===== config.mk =====
export PLATFORM = sky130hd
export DESIGN_NAME = iomem_dma_flat
export DESIGN_NICKNAME = d
export VERILOG_FILES = /design/src/rtl/iomem_dma_if.sv /design/src/rtl/iomem_dma.sv /design/src/flat_wrapper.sv
export SDC_FILE = /design/constraint.sdc
export NUM_CORES = 1
export LEC_CHECK = 0
export ABC_AREA = 0
export CAP_MARGIN = 40
export CORE_ASPECT_RATIO = 1.1
export CORE_MARGIN = 2
export CORE_UTILIZATION = 45
export CTS_CLUSTER_SIZE = 24
export DETAILED_ROUTE_END_ITERATION = 7
export HOLD_SLACK_MARGIN = 0.12
export PLACE_DENSITY = 0.76
export SLEW_MARGIN = 10
export SYNTH_ARGS = -nofsm -noshare
export SYNTH_HDL_FRONTEND = slang
export SYNTH_SLANG_ARGS = --single-unit

===== constraint.sdc =====
create_clock -name clk -period 2.3 [get_ports clk]
set_input_delay 0.46 -clock clk [delete_from_list [all_inputs] [get_ports clk]]
set_output_delay 0.46 -clock clk [all_outputs]
set_load 0.02 [all_outputs]

===== src/rtl/iomem_dma_if.sv =====
// iomem-style bus between the copy engine and its responders.
// Native PicoRV32 signalling: wstrb 0 = read, 4'hF = write.
interface iomem_dma_if;
  logic        mem_valid;
  logic        mem_ready;
  logic [3:0]  mem_wstrb;
  logic [31:0] mem_addr;
  logic [31:0] mem_wdata;
  logic [31:0] mem_rdata;

  modport master (
    output mem_valid,
    output mem_wstrb,
    output mem_addr,
    output mem_wdata,
    input  mem_ready,
    input  mem_rdata
  );

  modport slave (
    input  mem_valid,
    input  mem_wstrb,
    input  mem_addr,
    input  mem_wdata,
    output mem_ready,
    output mem_rdata
  );
endinterface


===== src/rtl/iomem_dma.sv =====
// Word-copy bus initiator on the iomem bus: read src, write dst, repeat.
// Every output is a register loaded from the next-state decode.
module iomem_dma #(
  parameter int LEN_BITS = 16,
  parameter int TIMEOUT  = 64
) (
  input  logic                clk,
  input  logic                resetn,
  input  logic                cmd_valid,
  output logic                cmd_ready,
  input  logic [31:0]         cmd_src,
  input  logic [31:0]         cmd_dst,
  input  logic [LEN_BITS-1:0] cmd_len,
  input  logic                cmd_src_inc,
  input  logic                cmd_dst_inc,
  iomem_dma_if.master         mem,
  output logic                busy,
  output logic                done,
  output logic                error,
  output logic [LEN_BITS-1:0] words_done
);

  localparam int WW = (TIMEOUT > 1) ? $clog2(TIMEOUT) : 1;
  localparam logic [WW-1:0] WLAST =
    WW'((TIMEOUT > 0) ? TIMEOUT - 1 : 0);

  typedef enum logic [2:0] {
    IDLE, RD, RD_GAP, WR, WR_GAP, FIN
  } state_t;

  state_t state;
  state_t state_n;

  logic [31:0]         src, src_n;
  logic [31:0]         dst, dst_n;
  logic [LEN_BITS-1:0] len, len_n;
  logic                src_inc, sinc_n;
  logic                dst_inc, dinc_n;
  logic [WW-1:0]       wait_cnt, wait_n;
  logic [LEN_BITS-1:0] words_n;
  logic                err_n;
  logic [31:0]         addr_n;
  logic [31:0]         wdata_n;
  logic                on_bus;
  logic                tmo;

  assign on_bus = (state == RD) || (state == WR);

  // wait_cnt counts ready-less cycles; the last allowed one ends the wait
  assign tmo = (TIMEOUT != 0) && on_bus &&
               !mem.mem_ready && (wait_cnt == WLAST);

  always_ff @(posedge clk) begin
    if (!resetn) state <= IDLE;
    else         state <= state_n;
  end

  always_comb begin
    state_n = state;
    unique case (state)
      IDLE: begin
        if (cmd_valid)
          state_n = (cmd_len == '0) ? FIN : RD;
      end
      RD: begin
        if (mem.mem_ready) state_n = RD_GAP;
        else if (tmo)      state_n = FIN;
      end
      RD_GAP: state_n = WR;
      WR: begin
        if (mem.mem_ready) state_n = WR_GAP;
        else if (tmo)      state_n = FIN;
      end
      WR_GAP: begin
        state_n = (words_done == len) ? FIN : RD;
      end
      FIN:     state_n = IDLE;
      default: state_n = IDLE;
    endcase
  end

  always_comb begin
    src_n   = src;
    dst_n   = dst;
    len_n   = len;
    sinc_n  = src_inc;
    dinc_n  = dst_inc;
    wait_n  = '0;
    words_n = words_done;
    err_n   = error;
    wdata_n = mem.mem_wdata;
    addr_n  = mem.mem_addr;
    unique case (state)
      IDLE: begin
        if (cmd_valid) begin
          src_n   = cmd_src & ~32'h3;
          dst_n   = cmd_dst & ~32'h3;
          len_n   = cmd_len;
          sinc_n  = cmd_src_inc;
          dinc_n  = cmd_dst_inc;
          words_n = '0;
          err_n   = 1'b0;
        end
      end
      RD: begin
        if (mem.mem_ready) wdata_n = mem.mem_rdata;
      end
      WR: begin
        if (mem.mem_ready) begin
          words_n = words_done + LEN_BITS'(1);
          if (src_inc) src_n = src + 32'd4;
          if (dst_inc) dst_n = dst + 32'd4;
        end
      end
      default: ;
    endcase
    if (tmo) err_n = 1'b1;
    if (on_bus && (state_n == state))
      wait_n = wait_cnt + WW'(1);
    if (state_n == RD)      addr_n = src_n;
    else if (state_n == WR) addr_n = dst_n;
  end

  always_ff @(posedge clk) begin
    if (!resetn) begin
      src            <= '0;
      dst            <= '0;
      len            <= '0;
      src_inc        <= 1'b0;
      dst_inc        <= 1'b0;
      wait_cnt       <= '0;
      words_done     <= '0;
      error          <= 1'b0;
      busy           <= 1'b0;
      done           <= 1'b0;
      cmd_ready      <= 1'b1;
      mem.mem_valid  <= 1'b0;
      mem.mem_wstrb  <= 4'h0;
      mem.mem_addr   <= '0;
      mem.mem_wdata  <= '0;
    end else begin
      src            <= src_n;
      dst            <= dst_n;
      len            <= len_n;
      src_inc        <= sinc_n;
      dst_inc        <= dinc_n;
      wait_cnt       <= wait_n;
      words_done     <= words_n;
      error          <= err_n;
      busy           <= (state_n != IDLE);
      done           <= (state_n == FIN);
      cmd_ready      <= (state_n == IDLE);
      mem.mem_valid  <= (state_n == RD) || (state_n == WR);
      mem.mem_wstrb  <= (state_n == WR) ? 4'hF : 4'h0;
      mem.mem_addr   <= addr_n;
      mem.mem_wdata  <= wdata_n;
    end
  end

endmodule


===== src/flat_wrapper.sv =====
// flat-port wrapper written by rule: the top's interface ports become plain ports
module iomem_dma_flat 
#(
  parameter int LEN_BITS = 16,
  parameter int TIMEOUT  = 64
)
  (clk, resetn, cmd_valid, cmd_ready, cmd_src, cmd_dst, cmd_len, cmd_src_inc, cmd_dst_inc, busy, done, error, words_done, mem_mem_valid, mem_mem_wstrb, mem_mem_addr, mem_mem_wdata, mem_mem_ready, mem_mem_rdata);
  iomem_dma_if mem_i ();
  input  logic clk;
  input  logic resetn;
  input  logic cmd_valid;
  output logic cmd_ready;
  input  logic [31:0] cmd_src;
  input  logic [31:0] cmd_dst;
  input  logic [LEN_BITS-1:0] cmd_len;
  input  logic cmd_src_inc;
  input  logic cmd_dst_inc;
  output logic busy;
  output logic done;
  output logic error;
  output logic [LEN_BITS-1:0] words_done;
  output wire logic [$bits(mem_i.mem_valid)-1:0] mem_mem_valid;
  output wire logic [$bits(mem_i.mem_wstrb)-1:0] mem_mem_wstrb;
  output wire logic [$bits(mem_i.mem_addr)-1:0] mem_mem_addr;
  output wire logic [$bits(mem_i.mem_wdata)-1:0] mem_mem_wdata;
  input wire logic [$bits(mem_i.mem_ready)-1:0] mem_mem_ready;
  input wire logic [$bits(mem_i.mem_rdata)-1:0] mem_mem_rdata;
  assign mem_mem_valid = mem_i.mem_valid;
  assign mem_mem_wstrb = mem_i.mem_wstrb;
  assign mem_mem_addr = mem_i.mem_addr;
  assign mem_mem_wdata = mem_i.mem_wdata;
  assign mem_i.mem_ready = mem_mem_ready;
  assign mem_i.mem_rdata = mem_mem_rdata;
  iomem_dma #(.LEN_BITS(LEN_BITS), .TIMEOUT(TIMEOUT)) u_core (.clk(clk), .resetn(resetn), .cmd_valid(cmd_valid), .cmd_ready(cmd_ready), .cmd_src(cmd_src), .cmd_dst(cmd_dst), .cmd_len(cmd_len), .cmd_src_inc(cmd_src_inc), .cmd_dst_inc(cmd_dst_inc), .mem(mem_i), .busy(busy), .done(done), .error(error), .words_done(words_done));
endmodule

# Yosys cells after proc, flatten, opt, wreduce, memory -nomap -nowiden
# Cells that the tools add are included.
[word_totals]
output_inout_bits = 89
input_bits = 118
wordCells = 75
ff_bits = 180
[classes]
n_mux = 24
addsub = 4
n_eq_ne = 12
n_reduce_logical = 19
[op_table]
columns = ["operator", "count"]
rows = [
  ["32-bit two-way mux", 8],
  ["32-bit case mux with 2 select lines", 2],
  ["32-bit by 3-bit adder with 32-bit output, second input constant", 2],
  ["16-bit two-way mux", 2],
  ["16-bit case mux with 2 select lines", 1],
  ["3-bit two-way mux", 6],
  ["16-bit by 1-bit adder with 16-bit output, second input constant", 1],
  ["16-bit equality test", 1],
  ["16-bit zero test", 1],
  ["3-bit case mux with 5 select lines", 1],
  ["3-bit by 2-bit equality test with 1-bit output, second input constant", 3],
  ["2-bit AND reduction", 4],
  ["2-bit nonzero test", 4],
  ["6-bit by 1-bit adder with 6-bit output, second input constant", 1],
  ["3-bit by 1-bit equality test with 1-bit output, second input constant", 2],
  ["3-bit equality test, second input constant", 2],
  ["6-bit equality test, second input constant", 1],
  ["3-bit zero test", 2],
  ["4-bit two-way mux", 1],
  ["2-bit != test, second input constant", 2],
  ["3-bit equality test", 1],
  ["1-bit logical AND", 3],
  ["1-bit two-way mux", 3],
  ["3-bit AND reduction", 1],
  ["3 further kinds", 4],
]

# Longest topological paths before layout
[depth]
depth_word = 10
depth_mapped = 10
depth_no_buf = 7

# Worst setup path after synthesis
# No wires, ideal clock.
[synth_path]
path_kind = "register -> register"
startpoint = "register u_core.words_done[4]"
endpoint = "register u_core.mem.mem_addr[28]"
t_arrival_ns = 2.044
period_less_slack_ns = 2.163
path_stages_with_launch = 10
setup_ns = 0.120
slack_ns = 0.137
n_path_buf = 3
required_ns = 2.180
cell_sequence = "dfxtp_1 -> buf_2 -> xor2_1 -> nor4_1 -> a41oi_1 -> o211a_1 -> clkbuf_1 -> and2_1 -> buf_2 -> a211o_1"
[synth_between]
elab_chain_cells = 5
word_cells_on_any_way = 7
classes_between = "eq/ne: 3; mux: 3; reduce/logical: 1"
[synth_rtl]
columns = ["element", "line_no", "text"]
rows = [
  ["start: declaration", "iomem_dma.sv:20", "output logic [LEN_BITS-1:0] words_done"],
  ["start signal: assignment", "iomem_dma.sv:148", "words_done <= words_n;"],
  ["16-bit equality test *", "iomem_dma.sv:75", "state_n = (words_done == len) ? FIN : RD;"],
  ["3-bit two-way mux *", "iomem_dma.sv:75", ""],
  ["3-bit case mux with 5 select lines *", "iomem_dma.sv:60", "unique case (state)"],
  ["3-bit by 1-bit equality test with 1-bit output or 3-bit by 2-bit equality test with 1-bit output (tied branches)", "iomem_dma.sv:120, iomem_dma.sv:121", ""],
  ["32-bit two-way mux or 2-bit nonzero test (tied branches)", "--", ""],
  ["end signal: assignment", "iomem_dma.sv:155", "mem.mem_addr <= addr_n;"],
  ["end: declaration", "iomem_dma_if.sv:14", "output mem_addr,"],
]
# Every way passes the cells marked *; elsewhere a longest branch is shown, timed or not.
# A chain may end at the register's enable or synchronous reset.

# Worst setup path after layout
[layout_path]
startpoint = "register u_core.state[1]"
endpoint = "register u_core.mem.mem_addr[19]"
[layout_between]
elab_chain_cells = 9
word_cells_on_any_way = 20
classes_between = "eq/ne: 6; mux: 9; reduce/logical: 5"
[layout_rtl]
columns = ["element", "line_no", "text"]
rows = [
  ["start: declaration", "iomem_dma.sv:31", "state_t state;"],
  ["start signal: assignment", "iomem_dma.sv:55", "else state <= state_n;"],
  ["3-bit by 1-bit equality test with 1-bit output or 3-bit by 2-bit equality test with 1-bit output (tied branches)", "iomem_dma.sv:47, iomem_dma.sv:60, iomem_dma.sv:93", ""],
  ["1-bit logical OR", "iomem_dma.sv:47", "assign on_bus = (state == RD) || (state == WR);"],
  ["1-bit logical AND", "iomem_dma.sv:50", "assign tmo = (TIMEOUT != 0) && on_bus &&"],
  ["1-bit logical AND", "iomem_dma.sv:51", "!mem.mem_ready && (wait_cnt == WLAST);"],
  ["3-bit two-way mux", "iomem_dma.sv:67, iomem_dma.sv:72", ""],
  ["3-bit two-way mux (on tied branches)", "iomem_dma.sv:71, iomem_dma.sv:66", ""],
  ["3-bit case mux with 5 select lines", "iomem_dma.sv:60", ""],
  ["3-bit by 1-bit equality test with 1-bit output or 3-bit by 2-bit equality test with 1-bit output (tied branches)", "iomem_dma.sv:120, iomem_dma.sv:121", ""],
  ["32-bit two-way mux or 2-bit nonzero test (tied branches)", "--", ""],
]
# Parallel ways exist; a longest one is shown, timed or not. The select of a mux whose other input is x is not followed.

==> results.md <==
- Die area: 20500 um^2
- Crit path kind: register to register
- Drt via density: 5.89
- Slew Viols, Final: 0
- Crit Reg-Reg Startpoint: u_core.state[1]
- YS warnings: 0
- Logic pwr share: 24.8%
- Clock Latency Late Sink: 0.44 ns
- Post-synthesis sequential area ratio: 40.7%
- Simple-gate share of the synthesized area: 27.4%
- Maximum vdd drop: 719 uV
- Iter 0 DRT Violations: 874
- Worst Slack Setup Final: 0.0631 ns
- Sequential power share: 41.0%
- Detail Route met2 WL: 14400 um
- Synthesized instance count: 1093
- Post-synthesis mux area share: 1.34%
- Crit path to: u_core.mem.mem_addr[19]
- Crit Path Max Fanout: 9
- TritonCTS clock tree: built
- Yosys cell types: 66
- Adder-cell share of the synthesized area: 0.575%
- Min Tclk post-route: 2.24 ns
- GRT Util Overall: 29.3%
- CP Data Arrival Time: 2.59 ns
- Top Metal Used: met4
- Max Root-Sink Buffers: 2
- Final Skew: 0.0125 ns
- Synthesized Nets: 1215
- HP Class: register to register
- Post-synth EDFFs: 0
- DRT antenna net count: 0
- WP data required: 2.65 ns
- Final wirelength: 30300 um
- Synthesized area per cell: 7.96 um^2
- I/O pins: 207
- Internal power: 5.88 mW
- Pin count of the biggest net entering global routing: 62
- Sink Count: 177
- PwrDens: 676 nW/um^2
- Grt ovf: 0
- Worst-path clk slew: 0.07 ns
- Cell Rows: 53
- Xor/xnor share of the synthesized area: 3.72%
- Worst Path Buf+Inv: 2
- First-pass GRT wire length: 47100 um
- DRC Markers: 0
- Top_reg_cell synth: dfxtp_1
- Largest family of logic cells by synthesized area: simple AND/OR/NAND/NOR gates
- Cts bufs inserted: 17
- Status: finished clean
- Slew headroom: 55.4%
- Critical path's slowest cell: nor4b_4
- Most frequent cells in the layout: 201 x clkdlybuf4s50_1, 183 x nand2_1, 176 x dfxtp_1
- Peak Freq: 447 MHz
- Antenna violations before repair: 0
- Critical Path Max Stage Delay: 0.39 ns
- Maxcap violations: 0
- Synth Area in Compound Gates: 21.7%
- Final Hold Vio Count: 0
- CP delay by family, top: simple AND/OR/NAND/NOR gates
- FF+latch area: 3540 um^2
- H-Tree Depth: 4
- FFs w/ async S/R, synth: 0%
- Critical path startpoint: u_core.state[1]
- WHS: 0.446 ns
- GPL Wtd Cong: 0.977
- Initial Util: 45.7%
- Crit. path cell count: 8
- Switching power: 2.71 mW
- Detailed placer's ending HPWL: 21800 um
- Clock power frac: 34.2%
- Worst slew pin tran: 0.670 ns
- RSZ-0062 raised after global routing: true
- # diodes: 0
- Final Setup Violations: 0
- Sw Share: 31.6%
- Drt wl/cell: 18.4 um
- Flop-to-flop setup slack: 0.06 ns
- Fraction of layout cells with a size suffix above 1: 16.5%
- Register bit total from synthesis: 177
- Util after Layout: 66.8%
- Area growth syn-to-layout: 46.1%
- DRT Pass-1 Iters: 6
- Die Height: 150 um
- Worst-path cell chain: buf_4 > nor4b_4 > and3_1 > nand3_1 > o211a_2 > and2_1 > buf_12 > a211oi_1
- Commonest non-fill, non-tap cell in the layout: clkdlybuf4s50_1
- Port bufs: 202
- Core area: 19000 um^2
- Routed metal-1 wire length: 11900 um
- Setup TNS: 0 ns
- Met3 wire len: 2860 um
- Critical Path End Type: register
- Netlist Area Pre-Place: 8700 um^2
- Leakage: 4.88 nW
- Crit share post-route: 97.3%
- Depth of the worst register-to-register path: 8
- Critical Path Source Type: register
- FILL cells: 1610
- Reg-to-reg endpoint: u_core.mem.mem_addr[19]
- Die span in x: 137 um
- Hold buffers post-CTS: 0
- Number of global-route vias before repair: 9159
- Root buf cell: clkbuf_16
- Vias: 9737
- Pre-CTS setup slack: -0.426 ns
- Multi-input gate area: 4870 um^2
- Final nets: 1515
[flip-flops by register name (all words and copies together), names as in the netlist]
name	flops
u_core.done	1
u_core.mem.mem_addr	32
u_core.wait_cnt	6
u_core.state	3
u_core.src	32
u_core.busy	1
u_core.error	1
u_core.dst_inc	1
u_core.mem.mem_wstrb	1
u_core.src_inc	1
u_core.len	16
u_core.words_done	16
u_core.mem.mem_valid	1
u_core.dst	32
u_core.cmd_ready	1
u_core.mem.mem_wdata	32
[timing repair]
action,4_1_cts,5_1_grt
resized for setup,0,24
endpoints found under the setup margin,0,33
setup buffers,0,1
[cell type report]
class	instances	area share, %
Multi-Input combinational cell	825	38.3
Clock buffer	17	3.35
Clock inverter	15	1.25
Tap cell	247	2.43
Sequential cell	177	27.9
Inverter	9	0.276
Timing Repair Buffer	363	26.5
[power groups by stage]
stage | clock network [mW] | logic [mW] | registers (mW)
3_3_place_gp | 0 | 2.05 | 3.58
4_1_cts | 2.97 | 2.09 | 3.52
6_report | 2.94 | 2.13 | 3.53
3_5_place_dp | 0 | 2.08 | 3.59
2_1_floorplan | 0 | 0.862 | 3.70
5_1_grt | 3.09 | 2.27 | 3.55
[cells by family after synthesis]
family / Yosys count
AO/OA/AOI/OAI: 292
XOR/XNOR: 37
adder cells (fa/ha/maj): 4
buffers and inverters: 91
flip-flops: 177
multiplexers: 11
AND/OR/NAND/NOR: 481
[Yosys cell counts, types with 15 or more instances]
master,count,area share [%]
and3_1,25,1.8
buf_2,19,1.1
nand3_1,33,1.9
nor3_1,20,1.2
o211ai_1,16,1.4
xor2_1,28,2.8
a22oi_1,15,1.3
nand4_1,32,2.3
o21ai_0,44,2.5
nand2_1,183,7.9
and2_1,24,1.7
dfxtp_1,177,41
clkbuf_1,50,2.2
a21oi_1,112,6.4
nor2_1,81,3.5
nor4_1,26,1.9
[metal layers]
layer  vias up  global-route usage (%)
met1      4545                    35.7
met2       512                    49.2
met3        94                    6.98
met4         0                    12.3
li1       4586                       -
met5         -                       0
[metrics by stage]
step	area [um^2]	std cells	power, mW
2_1_floorplan	8700	1093	4.56
3_3_place_gp	12000	1620	5.63
3_5_place_dp	12000	1620	5.66
4_1_cts	12600	1652	8.58
5_1_grt	12700	1653	8.92
6_report	12700	1653	8.60
[worst reg2reg max path: cells and delay by family, from the launching register on]
family / cells / cell delay, ns
AND/OR/NAND/NOR: 4 / 0.99
AO/OA/AOI/OAI: 2 / 0.47
flip-flops: 1 / 0.34
buffers and inverters: 2 / 0.33
[how the worst min path moves through the flow]
stage	start	end	slack [ns]	cells past startpoint
2_1_floorplan	u_core.wait_cnt[0]	u_core.wait_cnt[0]	0.42	1
3_3_place_gp	u_core.wait_cnt[0]	u_core.wait_cnt[0]	0.43	1
3_5_place_dp	u_core.wait_cnt[0]	u_core.wait_cnt[0]	0.44	1
4_1_cts	resetn	u_core.src_inc	0.44	3
5_1_grt	resetn	u_core.src_inc	0.44	3
6_report	u_core.wait_cnt[0]	u_core.wait_cnt[0]	0.45	1
(Power assumes the default switching activity.)
